===== src/rtl/rate_pkg.sv =====
// Shared widths, limits and state types for the front-panel rate selector.
package rate_pkg;

  localparam int unsigned RATE_W = 7;
  localparam logic [RATE_W-1:0] RATE_STEP = 7'd10;
  localparam logic [RATE_W-1:0] RATE_MAX  = 7'd90;

  typedef enum logic [1:0] {
    IDLE,
    DELAY,
    REPEAT
  } hold_state_e;

  typedef enum logic {
    DIR_UP,
    DIR_DOWN
  } dir_e;

  // Limits are tested before the add/subtract so no illegal value is ever formed.
  function automatic logic [RATE_W-1:0] step_rate(input logic [RATE_W-1:0] r,
                                                  input dir_e d);
    logic [RATE_W-1:0] res;
    res = r;
    if (d == DIR_UP) begin
      if (r < RATE_MAX) res = r + RATE_STEP;
    end else begin
      if (r != '0) res = r - RATE_STEP;
    end
    return res;
  endfunction

endpackage


===== src/rtl/key_debounce.sv =====
// Synchronises and debounces one active-low button; emits a one-cycle press pulse
// on each debounced 1->0 edge once the key has been seen released after reset.
module key_debounce #(
  parameter int unsigned DEB_CYCLES = 1_000_000
) (
  input  logic clk,
  input  logic rst_n,
  input  logic key_n_i,
  output logic level_o,
  output logic press_o
);

  localparam int unsigned CW = (DEB_CYCLES > 1) ? $clog2(DEB_CYCLES) : 1;
  localparam logic [CW-1:0] CNT_LAST = CW'(DEB_CYCLES - 1);

  logic          sync1_q, sync2_q;
  logic          level_q, level_d;
  logic          press_q, press_d;
  logic [CW-1:0] cnt_q, cnt_d;
  logic [CW-1:0] rel_cnt_q, rel_cnt_d;
  logic          armed_q, armed_d;
  logic [1:0]    prime_q, prime_d;

  always_comb begin
    level_d   = level_q;
    press_d   = 1'b0;
    cnt_d     = '0;
    rel_cnt_d = rel_cnt_q;
    armed_d   = armed_q;
    prime_d   = {prime_q[0], 1'b1};

    if (sync2_q != level_q) begin
      if (cnt_q == CNT_LAST) begin
        level_d = sync2_q;
        press_d = armed_q & ~sync2_q;
      end else begin
        cnt_d = cnt_q + CW'(1);
      end
    end

    // A key held through reset must first be seen stably released before it can press.
    if (!armed_q && prime_q[1]) begin
      if (!sync2_q) begin
        rel_cnt_d = '0;
      end else if (rel_cnt_q == CNT_LAST) begin
        armed_d = 1'b1;
      end else begin
        rel_cnt_d = rel_cnt_q + CW'(1);
      end
    end
  end

  always_ff @(posedge clk) begin
    if (!rst_n) begin
      sync1_q   <= 1'b1;
      sync2_q   <= 1'b1;
      level_q   <= 1'b1;
      press_q   <= 1'b0;
      cnt_q     <= '0;
      rel_cnt_q <= '0;
      armed_q   <= 1'b0;
      prime_q   <= '0;
    end else begin
      sync1_q   <= key_n_i;
      sync2_q   <= sync1_q;
      level_q   <= level_d;
      press_q   <= press_d;
      cnt_q     <= cnt_d;
      rel_cnt_q <= rel_cnt_d;
      armed_q   <= armed_d;
      prime_q   <= prime_d;
    end
  end

  assign level_o = level_q;
  assign press_o = press_q;

endmodule


===== src/rtl/rate_select.sv =====
// Front-panel rate selector: debounced up/down/stop keys step rate_set through
// 0..90 in tens with saturation and hold-to-auto-repeat.
module rate_select
  import rate_pkg::*;
#(
  parameter int unsigned DEB_CYCLES    = 1_000_000,
  parameter int unsigned REPEAT_DELAY  = 25_000_000,
  parameter int unsigned REPEAT_PERIOD = 10_000_000
) (
  input  logic              clk,
  input  logic              rst_n,
  input  logic              key_up_n,
  input  logic              key_down_n,
  input  logic              key_stop_n,
  output logic [RATE_W-1:0] rate_set,
  output logic              rate_chg
);

  localparam int unsigned RMAX = (REPEAT_DELAY > REPEAT_PERIOD) ? REPEAT_DELAY : REPEAT_PERIOD;
  localparam int unsigned RCW  = (RMAX > 1) ? $clog2(RMAX) : 1;
  localparam logic [RCW-1:0] DELAY_LAST  = RCW'(REPEAT_DELAY - 1);
  localparam logic [RCW-1:0] PERIOD_LAST = RCW'(REPEAT_PERIOD - 1);

  logic up_level, up_press;
  logic down_level, down_press;
  logic unused_stop_level, stop_press;

  key_debounce #(.DEB_CYCLES(DEB_CYCLES)) u_key_up (
    .clk     (clk),
    .rst_n   (rst_n),
    .key_n_i (key_up_n),
    .level_o (up_level),
    .press_o (up_press)
  );

  key_debounce #(.DEB_CYCLES(DEB_CYCLES)) u_key_down (
    .clk     (clk),
    .rst_n   (rst_n),
    .key_n_i (key_down_n),
    .level_o (down_level),
    .press_o (down_press)
  );

  key_debounce #(.DEB_CYCLES(DEB_CYCLES)) u_key_stop (
    .clk     (clk),
    .rst_n   (rst_n),
    .key_n_i (key_stop_n),
    .level_o (unused_stop_level),
    .press_o (stop_press)
  );

  hold_state_e       state_q;
  dir_e              dir_q;
  logic [RCW-1:0]    cnt_q;
  logic [RATE_W-1:0] rate_q;
  logic              chg_q;

  logic [RATE_W-1:0] up_val, down_val, dir_val;
  logic              dir_level;

  always_comb begin
    up_val    = step_rate(rate_q, DIR_UP);
    down_val  = step_rate(rate_q, DIR_DOWN);
    dir_val   = (dir_q == DIR_UP) ? up_val : down_val;
    dir_level = (dir_q == DIR_UP) ? up_level : down_level;
  end

  // Release is checked ahead of counter expiry so no step lands in the release cycle.
  always_ff @(posedge clk) begin
    if (!rst_n) begin
      state_q <= IDLE;
      dir_q   <= DIR_UP;
      cnt_q   <= '0;
      rate_q  <= '0;
      chg_q   <= 1'b0;
    end else begin
      chg_q <= 1'b0;
      if (stop_press) begin
        rate_q  <= '0;
        chg_q   <= (rate_q != '0);
        state_q <= IDLE;
        cnt_q   <= '0;
      end else begin
        case (state_q)
          IDLE: begin
            if (up_press && !down_press) begin
              dir_q   <= DIR_UP;
              rate_q  <= up_val;
              chg_q   <= (up_val != rate_q);
              state_q <= DELAY;
              cnt_q   <= '0;
            end else if (down_press && !up_press) begin
              dir_q   <= DIR_DOWN;
              rate_q  <= down_val;
              chg_q   <= (down_val != rate_q);
              state_q <= DELAY;
              cnt_q   <= '0;
            end
          end
          DELAY: begin
            if (dir_level) begin
              state_q <= IDLE;
              cnt_q   <= '0;
            end else if (cnt_q == DELAY_LAST) begin
              rate_q  <= dir_val;
              chg_q   <= (dir_val != rate_q);
              state_q <= REPEAT;
              cnt_q   <= '0;
            end else begin
              cnt_q <= cnt_q + RCW'(1);
            end
          end
          REPEAT: begin
            if (dir_level) begin
              state_q <= IDLE;
              cnt_q   <= '0;
            end else if (cnt_q == PERIOD_LAST) begin
              rate_q <= dir_val;
              chg_q  <= (dir_val != rate_q);
              cnt_q  <= '0;
            end else begin
              cnt_q <= cnt_q + RCW'(1);
            end
          end
          default: begin
            state_q <= IDLE;
            cnt_q   <= '0;
          end
        endcase
      end
    end
  end

  assign rate_set = rate_q;
  assign rate_chg = chg_q;

endmodule


===== config.mk =====
export PLATFORM = sky130hd
export DESIGN_NAME = rate_select
export DESIGN_NICKNAME = d
export VERILOG_FILES = /design/src/rtl/rate_pkg.sv /design/src/rtl/key_debounce.sv /design/src/rtl/rate_select.sv
export SDC_FILE = /design/constraint.sdc
export NUM_CORES = 1
export LEC_CHECK = 0
export ABC_CLOCK_PERIOD_IN_PS = 3230
export BUFFER_PORTS_ARGS = -buffer_cell sky130_fd_sc_hd__clkbuf_2
export CORE_MARGIN = 5
export CORE_UTILIZATION = 42
export CTS_CLUSTER_DIAMETER = 100
export DETAILED_ROUTE_END_ITERATION = 8
export HOLD_SLACK_MARGIN = 0.12
export SLEW_MARGIN = 20
export SYNTH_ARGS = -nofsm -noshare
export SYNTH_HDL_FRONTEND = slang
export SYNTH_SLANG_ARGS = --single-unit

===== constraint.sdc =====
create_clock -name clk -period 3.23 [get_ports clk]
set_input_delay 0.4845 -clock clk [delete_from_list [all_inputs] [get_ports clk]]
set_output_delay 0.4845 -clock clk [all_outputs]
set_load 0.02 [all_outputs]

Yosys cells after proc, flatten, opt, wreduce, memory -nomap -nowiden:

Cells that the tools add are included.

* output and inout bits: 8
* word-level logic and storage cells: 155
* register bits after elaboration: 177

* bitwise gates (word level): 11
* reductions and logical operators: 33
* order comparisons: 1
* multiplexer cells: 43
* add/sub/neg operators: 9
* equal/unequal tests: 26

Operators with widths (number)
* two-way mux 25 bit: 6
* adder 20 x 1 -> 20 bit, second input constant: 6
* equality test 20 bit, second input constant: 6
* two-way mux 20 bit: 6
* one-hot mux 25 bit (3 select lines): 1
* two-way mux 7 bit: 9
* adder 25 x 1 -> 25 bit, second input constant: 1
* equality test 25 x 24 -> 1 bit, second input constant: 1
* equality test 25 bit, second input constant: 1
* AND reduction 3 bit: 8
* inequality test 7 bit: 3
* one-hot mux 7 bit (3 select lines): 1
* inequality test 2 bit, second input constant: 8
* two-way mux 1 bit: 13
* AND reduction 2 bit: 6
* two-way mux 2 bit: 5
* OR reduction 3 bit: 3
* NOT 1 bit: 8
* adder 7 x 4 -> 7 bit, second input constant: 1
* less-than comparator 7 bit, second input constant: 1
* nonzero test 7 bit: 1
* subtractor 7 x 4 -> 7 bit, second input constant: 1
* inequality test 3 bit, second input constant: 2
* one-hot mux 2 bit (3 select lines): 1
* 12 further kinds: 24

Depth between registers and ports, before layout:

Gate-level depths: netlist of run 1.

* depth after elaboration: 8
* mapped depth: 9
* depth with buffers taken out: 8

Modules after synthesis:

From an unflattened synthesis of run 1, not the netlist that was laid out.

* cells, all modules: 1105
* area, all modules: 9436.6 µm²

Modules (own cells, without submodules)
* key_debounce: instances 3, area each 2389.8 µm², cells each 278
* rate_select: instances 1, area each 2267.2 µm², cells each 271

Worst setup path before layout of run 1:

No wires, ideal clock.

* path type: register to register
* start point: reg cnt_q[10]
* end point: reg rate_q[1] (netlist: rate_set[1])
* data required time: 3.160 ns
* arrival: 2.342 ns
* path buffers: 2
* setup time: 0.070 ns
* cell stages (with the launch flop): 9
* setup slack: 0.818 ns
* cell sequence: dfxtp_1 -> buf_6 -> or4_1 -> or4_4 -> nor3_4 -> nor2b_1 -> buf_6 -> or4_1 -> a21oi_1

* cells in the longest elaborated chain, start to end: 3
* elaborated cells on any way between the ends: 5
* classes of those cells: eq/ne (4); reduce/logical (1)

Ends and longest elaborated chain
* start, declared: line rate_select.sv:54 `logic [RCW-1:0] cnt_q;`
* start signal, assigned: line rate_select.sv:110 `cnt_q <= cnt_q + RCW'(1);`
* start signal, assigned: line rate_select.sv:122 `cnt_q <= cnt_q + RCW'(1);`
* equality test 25 x 24 -> 1 bit or equality test 25 bit (tied branches): line rate_select.sv:117, rate_select.sv:104
* inequality test 2 bit (no line)
* AND reduction 6 bit (no line) *
* end signal, assigned: line rate_select.sv:94 `rate_q <= down_val;`
* end signal, assigned: line rate_select.sv:105 `rate_q <= dir_val;`
* end signal, assigned: line rate_select.sv:118 `rate_q <= dir_val;`
* end, declared: line rate_select.sv:55 `logic [RATE_W-1:0] rate_q;`

Every way passes the cells marked *; elsewhere a longest branch is shown, timed or not.
A chain may end at the register's enable or synchronous reset.

Worst setup path after layout of run 1:

* start point: reg cnt_q[11]
* end point: reg rate_q[3] (netlist: rate_set[3])

Same word-level chain as after synthesis.

==> reports/metrics.cfg, run 1 <==
[yosys]
netlist_instances=960
synthFlopType=dfxtp_1
synth_edf_count=0
ys_seq_area_share_pct=42.4
synth_top_area_share_pct=42.4
syn-num-nets=980
ys.warnings.count=0
post_synth_num_cell_types=64
async_flop_share_pct=0
syn_area_per_cell_um2=8.46
netlist_area_um2=8130
synth_most_common_cell=dfxtp_1
yosysTopAreaCell=dfxtp_1
ys_ff_latch=172
synth_common_cells=dfxtp_1 (172), nor2_1 (164), nand3_1 (62), xnor2_1 (60), nand2_1 (59)
yosys-top-cells-area=dfxtp_1 (42%), nor2_1 (7.6%), xnor2_1 (6.5%)

[final_layout]
fin_area_um2=9020
synthToLayoutAreaGrowth_pct=11.1
fin_util_pct=47.8
drive_gt1_share_pct=6.11
nFillCells=1889
fin_nets=989
instances_no_fill=1242
n_antenna_cell=0

[power_and_ir_drop]
combPwrFrac_pct=3.6
power_mw=4.31
seqPwrFrac_pct=49.9
p_clk_share_pct=46.5
powerDensity_nw_per_um2=478
irDropWorstVdd_v=0.000399
cellInternalPower_mw=3.35
p_leak_nw=2.91
p_switching_mw=0.962
netSwitchingFraction_pct=22.3

[global_routing]
grt_pass1_vias=6030
antenna_found_initial=0
grt_start_max_net_pins=28
grt_pass1_wl_um=27000
grt_usage_pct=14.3
grt.overflow.total=0

[critical_path]
cp-end-kind=flip-flop
cp_max_fo=10
start_kind=flip-flop
cpPeakStageDelay_ns=0.54
required_ns=3.59
crit_top_cell=or4_1
cp.arrival_ns=2.92
cp_cell_sequence=or4b_1, or4_1, nor3_2, a21boi_1, or4_1, a21oi_1
cp_slowest_cell=or4b_1
crit_type=reg -> reg

[clock_tree]
cts_max_level=4
cts_tree=done
clk_pin_slew_worst_paths_ns=0.06
postCtsHoldBufs=0
clock_latency_ns=0.43
cts_buffers=17
cts.sink_count=172
postCtsSetupBuffers=0
cts-root-buf=clkbuf_16
clockBufferDepth=2
cts_resized=0

[place]
portBuffers=11
dpl_cell_area_um2=8440
place.gp.congestion=0.833
dpl.cell_count=1210
dp_slack_ns=0.672
dp_hpwl_um=10300

[routing]
vias_per_cell=5.13
dr.pass1.iters=7
ant_nets=0
drtIter0Drc=344
wl_per_cell_um=12.1
num_vias=6369
route.detailed.drc=0
drt_wl_total_um=15100

[floorplanning]
ioPinCount=13
rows=50
die_area_um2=22200
core_area_um2=18900
die_h_um=149
initial_core_util_pct=43.0
die_w_um=149

[flow_run]
maxCapViolCount=0

[sta]
slew_headroom_pct=45.3
hold_violations=0
hold-worst-slack_ns=0.256
fmax_mhz=389
tightestPinTransition_ns=0.813
rsz0062_at_grt=no
tns_ns=0
period_share_pct=79.5
setup_ws_ns=0.661
maxSlewViolCount=0
period_needed_ns=2.57
setup_violations=0
fin_skew_ns=0.0135

[outcome]
status=finished clean

[worst_hold_path]
hold_path.class=in -> reg

cell type report:
cell class              count  area (um2)  share of cell area, %
clock inverters            13         140                   1.55
clock buffers              19         443                   4.91
repair buffers             21         130                   1.44
inverters                  33         124                   1.37
multi-input cells         724        4420                   49.0
flip-flops and latches    172        3440                   38.2
well taps                 260         325                   3.60
kinds of logic after synthesis:
family	share of synthesized area, %
muxes	1.48
and+or+nand+nor	30.4
DFF	42.4
xor gates and xnor gates	12.5
AOI/OAI and AO/OA	7.64
adders and majority gates	2.31
buffers and inverters	3.23
other	0.0462
layout by cell type, fill, tap and decap left out, drive strengths merged, types with 8 or more instances in the layout:
master | Yosys | layout
a21oi | 30 | 30
and3 | 19 | 19
and4 | 8 | 8
buf | 6 | 10
clkbuf | 25 | 30
dfxtp | 172 | 172
ha | 15 | 15
inv | 33 | 35
mux2i | 12 | 12
nand2 | 59 | 59
nand2b | 11 | 11
nand3 | 62 | 62
nand4 | 30 | 30
nor2 | 164 | 164
nor2b | 12 | 12
nor3 | 33 | 33
nor4 | 18 | 18
o21ai | 25 | 25
or3 | 16 | 16
or4 | 11 | 11
xnor2 | 60 | 60
xor2 | 56 | 56
path summary, 6_finish.rpt:
path | startpoint | to | slack [ns] | depth (start not counted)
worst max-delay path | cnt_q[11]$_SDFFE_PP0N_ | rate_set[3]$_SDFFE_PP0P_ | 0.66 | 6
worst max register to register | cnt_q[11]$_SDFFE_PP0N_ | rate_set[3]$_SDFFE_PP0P_ | 0.66 | 6
worst min register to register | u_key_up.sync1_q$_SDFF_PN1_ | u_key_up.sync2_q$_SDFF_PN1_ | 0.41 | 1
worst min-delay path | key_up_n | u_key_up.sync1_q$_SDFF_PN1_ | 0.26 | 2
power groups by stage:
stage               registers (mW)  logic, mW  clock network (mW)
floorplan                     2.20      0.119                   0
global placement              2.20      0.156                   0
detailed placement            2.20      0.156                   0
CTS                           2.15      0.157                2.07
global route                  2.16      0.172                2.18
finish                        2.15      0.155                2.00
state kept, by name, summed over array words and instances (netlist names), 6 cells and up:
signal / flops
rate_set: 6
u_key_stop.cnt_q: 20
u_key_down.rel_cnt_q: 20
u_key_up.cnt_q: 20
u_key_up.rel_cnt_q: 20
cnt_q: 25
u_key_down.cnt_q: 20
u_key_stop.rel_cnt_q: 20
routing by layer:
layer  GRT usage (%)  vias to the layer above  share of wire (%)
li1                -                     3367                  -
met1            19.2                     2925                 52
met2            22.6                       66                 44
met3            3.95                       11                2.9
met4            4.07                        0               0.85
met5               0                        -                  0
critical path: cells and delay by family (launching register included):
family,cells,cell delay (ns)
AND/OR/NAND/NOR,4,1.74
AO/OA/AOI/OAI,2,0.38
flip-flops,1,0.39
Note: power is estimated with default switching activity, not from simulation.
==> inputs of run 2 (changes only) <==
Settings changed: ABC_CLOCK_PERIOD_IN_PS 3230 to 2450.
Clock period 3.23 ns to 2.45 ns, I/O delays scaled along.
==> run 2 against run 1 <==
  * Clock power is 26% higher
  * Wire length is 2.7% higher
  * Critical endpoint unchanged
  * Flip-flop and latch count stayed put
  * Highest routed layer unchanged
==> reports/metrics.cfg, run 2 (synthesis gave the netlist of run 1 again) <==
[outcome]
status=finished clean

[clock_tree]
clockBufferDepth=2  ; unchanged
cts_tree=done
cts_buffers=17  ; unchanged
cts_max_level=4  ; unchanged
cts.sink_count=172  ; unchanged
clock_latency_ns=0.42  ; about the same
cts-root-buf=clkbuf_16
clk_pin_slew_worst_paths_ns=0.06  ; about the same

[global_routing]
grt_usage_pct=14.6  ; +0.33 points
grt_pass1_wl_um=27800  ; +2.8%
use_met3_pct=2.98  ; -0.97 points
busiest_layer=met2
met2_usage_pct=23.0  ; +0.48 points
antenna_found_initial=0  ; unchanged
grt_start_max_net_pins=21  ; -25%
grtUsageMet1_pct=20.0  ; +0.80 points
grt.overflow.total=0  ; unchanged
grt_pass1_vias=6168  ; +2.3%

[power_and_ir_drop]
cellInternalPower_mw=4.34  ; +29%
powerDensity_nw_per_um2=603  ; +26%
p_clk_share_pct=45.0  ; -1.5 points
seqPwrFrac_pct=50.9  ; +1.0 points
netSwitchingFraction_pct=22.2  ; -0.087 points
irDropWorstVdd_v=0.000453  ; +14%
p_leak_nw=3.07  ; +5.6%
combPwrFrac_pct=4.1  ; +0.5 points
p_switching_mw=1.24  ; +29%

[critical_path]
cp-end-kind=flip-flop
crit_type=reg -> reg
cp.arrival_ns=2.67  ; -0.25 ns
cp_max_fo=6  ; -4
cp_cell_sequence=or4b_1, or4_1, nor3_4, a21boi_2, or4_1, a21oi_1
crit_top_cell=or4_1
required_ns=2.78  ; -0.81 ns
cp_slowest_cell=or4b_1
worstPathBufferInverterCount=0  ; unchanged
crit_family=simple AND/OR/NAND/NOR gates
start_kind=flip-flop
cpPeakStageDelay_ns=0.53  ; about the same

[place]
dp_slack_ns=0.0923  ; -0.579 ns
dpl_cell_area_um2=8660  ; +2.6%
dp_hpwl_um=10700  ; +3.8%
place.gp.congestion=0.798  ; -4.3%
portBuffers=11  ; unchanged

[floorplanning]
die_h_um=149  ; unchanged
die_w_um=149  ; unchanged
ioPinCount=13  ; unchanged
core_area_um2=18900  ; unchanged
initial_core_util_pct=43.0  ; unchanged
rows=50  ; unchanged
die_area_um2=22200  ; unchanged

[sta]
fmax_mhz=428  ; +9.9%
setup_ws_ns=0.113  ; -0.549 ns
rsz0062_at_grt=yes
fin_skew_ns=0.0105  ; -0.00300 ns
maxSlewViolCount=0  ; unchanged
slew_headroom_pct=53.5  ; +8.2 points
setup_violations=0  ; unchanged
period_share_pct=95.4  ; +16 points
hold_violations=0  ; unchanged
tns_ns=0  ; unchanged
period_needed_ns=2.34  ; -0.231 ns
tightestPinTransition_ns=0.696  ; -0.117 ns

[flow_run]
maxCapViolCount=0  ; unchanged

[final_layout]
layout_commonest_cell=dfxtp_1
fin_nets=1021  ; +3.2%
n_antenna_cell=0  ; unchanged
synthToLayoutAreaGrowth_pct=13.8
nFillCells=1879  ; -0.53%
drive_gt1_share_pct=8.88  ; +2.8 points
largest_reg_flops=25  ; unchanged
most-common-layout-cells=dfxtp_1 (172), nor2_1 (164), nand3_1 (62), xnor2_1 (60), nand2_1 (59)
fin_area_um2=9250  ; +2.5%
top_register=cnt_q

[routing]
drt_wl_total_um=15500  ; +2.7%
drtIter0Drc=339  ; -1.5%
ant_nets=0  ; unchanged
vias_per_cell=5.11  ; -0.34%
dr.pass1.iters=4  ; -3
wl_per_cell_um=12.2  ; +0.14%
num_vias=6511  ; +2.2%
route.detailed.drc=0  ; unchanged

[worst_hold_path]
hold_path.class=in -> reg

run 2: stage by stage:
step	power [mW]	utilization, %	hold WS (ns)	cells
2_1_floorplan	3.06	-	0.386	960
3_3_place_gp	3.13	45.8	0.389	1239
3_5_place_dp	3.13	45.8	0.396	1239
4_1_cts	5.67	48.8	0.154	1273
5_1_grt	5.80	49.0	0.155	1274
6_report	5.58	49.0	0.165	1274
run 2: final timing paths:
kind	start	to	slack, ns	cells past startpoint
hold reg to reg	u_key_down.sync1_q$_SDFF_PN1_	u_key_down.sync2_q$_SDFF_PN1_	0.41	1
hold / removal	key_down_n	u_key_down.sync1_q$_SDFF_PN1_	0.17	2
setup reg to reg	cnt_q[11]$_SDFFE_PP0N_	rate_set[3]$_SDFFE_PP0P_	0.11	6
setup / recovery	cnt_q[11]$_SDFFE_PP0N_	rate_set[3]$_SDFFE_PP0P_	0.11	6
run 2: area by class of cell:
| cell class | count | area [um2] | area share [%] |
|---|---|---|---|
| Clock buffer | 23 | 458 | 4.95 |
| Timing Repair Buffer | 53 | 375 | 4.06 |
| Inverter | 33 | 124 | 1.34 |
| Multi-Input combinational cell | 724 | 4440 | 48.0 |
| Clock inverter | 9 | 86.3 | 0.933 |
| Sequential cell | 172 | 3440 | 37.2 |
| Tap cell | 260 | 325 | 3.52 |
run 2: power by group through the flow:
stage	combinational, mW	clock [mW]	sequential, mW
after floorplan	0.157	0	2.90
after global placement	0.229	0	2.90
after detailed placement	0.229	0	2.90
after CTS	0.232	2.60	2.84
after global routing	0.258	2.71	2.84
final	0.231	2.51	2.84
run 2: layer usage:
metal,vias up,wire [um]
li1,3430,-
met1,3004,7990
met2,63,6900
met3,14,389
met4,0,218
met5,-,0
run 2: repair_timing:
item | 4_1_cts | 5_1_grt
buffers inserted | 0 | 1
gates resized for setup | 0 | 5
endpoints found under the hold margin | 2 | 0
endpoints found under the setup margin | 0 | 13
hold buffers | 2 | 0
